--- src/rtl/idli_sqi_mem_m.sv ---
// idli_sqi_mem_m: SQI SRAM responder sitting behind the SQI pins.
// Decodes READ (0x03) / WRITE (0x02), a 16b big-endian address, then streams
// nibbles in sequential mode. SCK qualifies transfers within the single clock.
// Optional: define IDLI_SQI_MEM_PAGE_WRAP_EN to wrap sequential addressing
// inside a 32-byte page (needs ADDR_W >= 5).
module idli_sqi_mem_m #(
   parameter int ADDR_W = 8
) (
   input  logic       i_mem_gck,
   input  logic       i_mem_rst,
   input  logic       i_mem_sqi_cs,
   input  logic       i_mem_sqi_sck,
   input  logic [3:0] i_mem_sqi_data,
   output logic [3:0] o_mem_sqi_data,
   output logic       o_mem_sqi_oe
);

   typedef enum logic [2:0] {
      S_CMD, S_ADDR, S_DUMMY, S_WDATA, S_RDATA, S_IGNORE
   } state_t;

   state_t            state;
   logic [1:0]        cnt;
   logic              is_rd;
   logic [ADDR_W-1:0] addr;
   logic [ADDR_W-1:0] addr_inc;
   logic              ptr_lo;   // 0: high nibble next, 1: low nibble next
   logic [11:0]       sh;       // instruction/address shifter; sh[3:0] doubles as write holding nibble
   logic [7:0]        mem [2**ADDR_W];
   logic              step;
   logic              wr_en;
   logic [15:0]       addr_full;
   logic [7:0]        rd_byte;
   logic              addr_hi_unused;

   assign step      = ~i_mem_sqi_cs & i_mem_sqi_sck;
   assign addr_full = {sh, i_mem_sqi_data};
   assign wr_en     = ~i_mem_rst & step & (state == S_WDATA) & ptr_lo;

   // Upper address bits beyond the implemented array are ignored.
   assign addr_hi_unused = ^addr_full;

`ifdef IDLI_SQI_MEM_PAGE_WRAP_EN
   if (ADDR_W < 5) begin : g_page_chk
      $error("IDLI_SQI_MEM_PAGE_WRAP_EN needs ADDR_W >= 5");
   end
   if (ADDR_W > 5) begin : g_page_inc
      assign addr_inc = {addr[ADDR_W-1:5], addr[4:0] + 5'd1};
   end else begin : g_small_inc
      assign addr_inc = addr + ADDR_W'(1);
   end
`else
   assign addr_inc = addr + ADDR_W'(1);
`endif

   // Read path is combinational from the registered address and pointer.
   assign rd_byte        = mem[addr];
   assign o_mem_sqi_oe   = (state == S_RDATA) & ~i_mem_sqi_cs;
   assign o_mem_sqi_data = o_mem_sqi_oe ? (ptr_lo ? rd_byte[3:0] : rd_byte[7:4]) : 4'h0;

   // Storage array: not reset, written on the low-nibble step of a write.
   always_ff @(posedge i_mem_gck) begin
      if (wr_en) mem[addr] <= {sh[3:0], i_mem_sqi_data};
   end

   // Transaction FSM: cs high aborts, steps advance, sck low holds.
   always_ff @(posedge i_mem_gck) begin
      if (i_mem_rst) begin
         state  <= S_CMD;
         cnt    <= 2'd0;
         is_rd  <= 1'b0;
         addr   <= '0;
         ptr_lo <= 1'b0;
         sh     <= '0;
      end else if (i_mem_sqi_cs) begin
         state <= S_CMD;
         cnt   <= 2'd0;
      end else if (i_mem_sqi_sck) begin
         case (state)
            S_CMD: begin
               sh <= {sh[7:0], i_mem_sqi_data};
               if (cnt == 2'd1) begin
                  cnt <= 2'd0;
                  case (addr_full[7:0])
                     8'h03:   begin state <= S_ADDR; is_rd <= 1'b1; end
                     8'h02:   begin state <= S_ADDR; is_rd <= 1'b0; end
                     default: state <= S_IGNORE;
                  endcase
               end else begin
                  cnt <= cnt + 2'd1;
               end
            end
            S_ADDR: begin
               sh <= {sh[7:0], i_mem_sqi_data};
               if (cnt == 2'd3) begin
                  cnt    <= 2'd0;
                  addr   <= addr_full[ADDR_W-1:0];
                  ptr_lo <= 1'b0;
                  state  <= is_rd ? S_DUMMY : S_WDATA;
               end else begin
                  cnt <= cnt + 2'd1;
               end
            end
            S_DUMMY: begin
               if (cnt == 2'd1) begin
                  cnt   <= 2'd0;
                  state <= S_RDATA;
               end else begin
                  cnt <= cnt + 2'd1;
               end
            end
            S_WDATA: begin
               if (!ptr_lo) begin
                  sh     <= {sh[7:0], i_mem_sqi_data};
                  ptr_lo <= 1'b1;
               end else begin
                  addr   <= addr_inc;
                  ptr_lo <= 1'b0;
               end
            end
            S_RDATA: begin
               if (ptr_lo) addr <= addr_inc;
               ptr_lo <= ~ptr_lo;
            end
            default: ;
         endcase
      end
   end

endmodule

--- config.mk ---
export PLATFORM = sky130hd
export DESIGN_NAME = idli_sqi_mem_m
export DESIGN_NICKNAME = d
export VERILOG_FILES = /design/src/rtl/idli_sqi_mem_m.sv
export SDC_FILE = /design/constraint.sdc
export NUM_CORES = 2
export LEC_CHECK = 0
export CAP_MARGIN = 20
export CORE_UTILIZATION = 55
export DETAILED_ROUTE_END_ITERATION = 8
export PLACE_DENSITY = 0.7
export SYNTH_ARGS = -nofsm -noshare
export SYNTH_HDL_FRONTEND = slang
export SYNTH_SLANG_ARGS = --single-unit
--- constraint.sdc ---
create_clock -name i_mem_gck -period 12.5 [get_ports i_mem_gck]
set_clock_uncertainty 0.1 [all_clocks]
set_input_delay 1.875 -clock i_mem_gck [delete_from_list [all_inputs] [get_ports i_mem_gck]]
set_output_delay 1.875 -clock i_mem_gck [all_outputs]
set_load 0.005 [all_outputs]
### Yosys cells after proc, flatten, opt, wreduce, memory -nomap -nowiden

Memory sizes are Yosys's and may differ from the RTL's. A register that Yosys moved wholly into a read port is not among the register bits.
Index checks and enable logic that the tools add are counted.

* register bits after elaboration: 19
* memory bits (writable): 2048
* output and inout port bits: 5
* memories: 1

Memory list
* mem: words 256, width 8, read ports 1, clocked after memory_dff 1, wr ports 1, line 29 `logic [7:0] mem [2**ADDR_W];`

* add/sub/neg operators: 2
* eq/ne operators: 13
* multiplexer cells: 24
* bitwise operators: 8
* reduce and logical (&&, ||, !) cells: 18

Operators with widths (number)
* 8-bit 2-to-1 mux: 4
* 8-bit by 2-bit equality test with 1-bit output (second input constant): 2
* 8-bit case mux with 2 select lines: 1
* 5-bit AND reduction: 3
* 3-bit 2-to-1 mux: 4
* 4-bit 2-to-1 mux: 3
* 2-bit OR reduction: 5
* 3-bit case mux with 3 select lines: 1
* 8-bit by 1-bit adder with 8-bit output (second input constant): 1
* 2-bit != test (second input constant): 4
* 4-bit case mux with 2 select lines: 1
* 4-bit AND reduction: 2
* 2-bit nonzero test: 4
* 3-bit by 2-bit equality test with 1-bit output (second input constant): 2
* 3-bit nonzero test: 2
* 1-bit bitwise AND: 5
* 1-bit 2-to-1 mux: 5
* 2-bit 2-to-1 mux: 2
* 2-bit case mux with 2 select lines: 1
* 3-bit by 1-bit equality test with 1-bit output (second input constant): 1
* 3-bit equality test (second input constant): 1
* 3-bit logical NOT: 1
* 1-bit inverter: 3
* 1-bit case mux with 3 select lines: 1
* other kinds (6): 6

### Longest topological paths before layout

* depth after elaboration: 7
* gate-level depth with buffers: 14
* gate-level depth less buffers: 7

### Least setup slack after synthesis

OpenSTA, ideal clock, no wires.

* path type: in2out
* start: input i_mem_sqi_cs
* end: output o_mem_sqi_data[1]
* arrival time: 3.389 ns
* path slack: 7.136 ns
* stages: 7
* path buffers: 1
* cell sequence: clkbuf_1 -> nor2_1 -> and2_1 -> o211ai_1 -> or4_1 -> nor4b_1 -> a221o_1

* cells in the longest elaborated chain, start to end: 3

Ends and longest elaborated chain
* start, declared: line 11 `input logic i_mem_sqi_cs,`
* 1-bit inverter (no line)
* 1-bit bitwise AND: line 58 `assign o_mem_sqi_oe = (state == S_RDATA) & ~i_mem_sqi_cs;`
* named net o_mem_sqi_oe: line 15 `output logic o_mem_sqi_oe`
* 4-bit 2-to-1 mux: line 59 `assign o_mem_sqi_data = o_mem_sqi_oe ? (ptr_lo ? rd_byte[3:0] : rd_byte[7:4]) : 4'h0;`
* end, declared: line 14 `output logic [3:0] o_mem_sqi_data,`

The timed path passes the listed nets, and every way through them passes these cells.

==> out/qor.yml <==
status: "finished, final reports clean"
max_cap_viol_count: 0
fin_setup_tns_ns: 0
drt-total-wl_mm: 201.7
startpoint_type: "register"
cp_slowest_cell: "nor4_1"
syn_inst: 4051
final_antenna_net_count: 0
clkSlewWorstSetupHoldPaths_ns: 0.06
portBuffers: 12
r2r_end: "mem[124][7]"
synth_top_area_share_pct: 75.63
grt_pass1_wl_mm: 290.9
pre_cts_ws_ns: 5.018
syn_nets: 4066
synth_top_family_by_area: "multiplexers"
worstSetupPathDepth: 10
vdd.ir_drop.worst_uv: 148.7
async_flop_share_pct: 0
die_h_um: 386.5
path_delay_family: "buffers and inverters"
drc_errors: 0
seq_area_um2: 62070
wire_per_inst_um: 32.64
synthAdderAreaFrac_pct: 0.1077
via_per_inst: 6.733
clock_sinks: 2075
fin_crit_sh_pct: 67.79
coreArea_um2: 146300
dieArea_um2: 149400
synth-edff-count: 2048
fmax_mhz: 118.0
regToRegSetupSlack_ns: 8.00
grt_max_degree: 128
cts_resized: 0
cts_htree_levels: 4
antenna_found_initial: 9
critPathBufInv: 3
hold_buffers: 0
cts_tree: "yes"
ys_top_cells_by_area: "edfxtp_1, mux4_2, mux2i_1"
num_vias: 41610
yosys-mux-area-fraction_pct: 14.65
synthSimpleGateAreaFrac_pct: 3.481
hold_class: "register to register"
cpPeakStageDelay_ns: 0.89
worstRegToRegCells: 7
multi_input_area_um2: 17810
synth_cell_types: 70
syn_avg_cell_area_um2: 20.07
leakagePower_nw: 26.01
cts.path.max_buffers: 3
synthXorXnorAreaFrac_pct: 0
synth_area_um2: 81310
numCtsBuffers: 194
relSlewSlack_pct: 20.83
synth_compound_area_share_pct: 3.601
rows: 140
required_ns: 10.52
slew_violations: 0
r2r-start: "state[0]"
grt_util_all_layers_pct: 27.07
hold_depth: 2
n_fill_cell: 9935
rsz0062_at_grt: "false"
fin_nets: 4116
path_cells: "buf_4, buf_4, mux4_2, mux4_2, nor2_1, a2111oi_0, nor4_1, nor3_1, a32o_1, clkdlybuf4s50_1"
mostFrequentLayoutCell: "edfxtp_1"
insertion_delay_ns: 0.84
layout_common_cells: "edfxtp_1, mux4_2, nor2_1"
worst-setup-path-type: "register to output port"
start_util_pct: 55.59
critPathMaxFanout: 56
yosysSeqAreaShare_pct: 76.30
synth_ff_type: "edfxtp_1"
yosys_register_bits: 2075
drt-initial-drc-count: 5490
cts_setup_buffers: 0
num_io_pins: 13
ys_warn_count: 0
die_w_um: 386.5
cp.arrival_ns: 6.50
worst_pin_slew_ns: 1.177
period_minus_slack_ns: 8.474
final_core_util_pct: 61.21
worstSetupEndpoint: "o_mem_sqi_data[0]"
synth_top_cell_by_area: "edfxtp_1"
drive_gt1_share_pct: 19.83
drtPass1Iterations: 6
cp-end-kind: "output port"
setup_viol: 0
grt_pass1_vias: 40530
syn_to_final_growth_pct: 10.10
grt.overflow.total: 0
hpwl_mm: 120.6
timing.final.ws_setup_ns: 4.026
finalHoldViolCount: 0
root_buffer: "clkbuf_16"
place_congestion: 0.8865
p_per_area_nw_per_um2: 152.6
[stage by stage]
stage,power [mW],hold WS (ns),cells,cell area (um2)
after floorplan,7.827,0.3556,4051,81310
after global placement,7.901,0.3848,5819,83120
after detailed placement,7.909,0.3976,5820,83130
after CTS,13.70,0.4087,6177,89490
after global routing,13.95,0.4283,6179,89520
final,13.67,0.4070,6180,89520
[routing by layer]
metal,GRT usage (%),vias up,part of all wire (%)
met5,0,-,0.034
met4,9.149,10,3.3
met3,5.813,385,11
met2,41.18,2513,47
met1,39.33,21810,39
li1,-,16900,-
[power by group]
| group | internal, mW | switching (mW) |
|---|---|---|
| registers | 7.64 | 0.00951 |
| clock network | 3.39 | 2.52 |
| logic | 0.00963 | 0.107 |
[worst min path at each step]
stage | start | to | slack [ns]
6_report | sh[1] | sh[1] | 0.41
5_1_grt | is_rd | is_rd | 0.43
4_1_cts | sh[1] | sh[1] | 0.41
3_5_place_dp | sh[1] | sh[1] | 0.40
3_3_place_gp | is_rd | is_rd | 0.38
2_1_floorplan | is_rd | is_rd | 0.36
[cell type report]
class / count / area share (%)
sequential: 2075 / 69.34
multi-input combinational: 1722 / 19.89
clock buffer: 254 / 5.902
tap: 1917 / 2.679
clock inverter: 103 / 1.195
timing repair buffer: 96 / 0.9378
inverter: 12 / 0.05031
antenna: 1 / 0.002795
[worst register-to-register path: cells and delay by family, from the launching register on]
family	cells	cell delay, ns
AND/OR/NAND/NOR	7	3.52
flip-flops	1	0.49
[state kept, by name, indices dropped and copies added, names as in the netlist, named ones only]
register,count
cnt,2
mem,2048
is_rd,1
ptr_lo,1
addr,8
state,3
sh,4
[cell families (layout without fill, tap and decap cells)]
family | Yosys count | count (layout)
AND/OR/NAND/NOR | 634 | 634
flip-flops | 2075 | 2075
other | 0 | 1
adder cells (fa/ha/maj) | 7 | 7
multiplexers | 670 | 670
buffers and inverters | 254 | 465
AO/OA/AOI/OAI | 411 | 411
[cell usage after synthesis, drive strengths merged (13+ instances only)]
library cell     n
nor4            13
a211oi          23
nor3            36
nor2b           21
edfxtp        2048
mux4           412
o221ai          48
mux2            35
a31oi           15
o22ai           51
nor2           319
a22oi           76
nand3           60
mux2i          223
a21oi           39
clkbuf         101
o21ai           67
dfxtp           27
nand2          114
buf            141
Note: power is estimated with default switching activity, not from simulation.
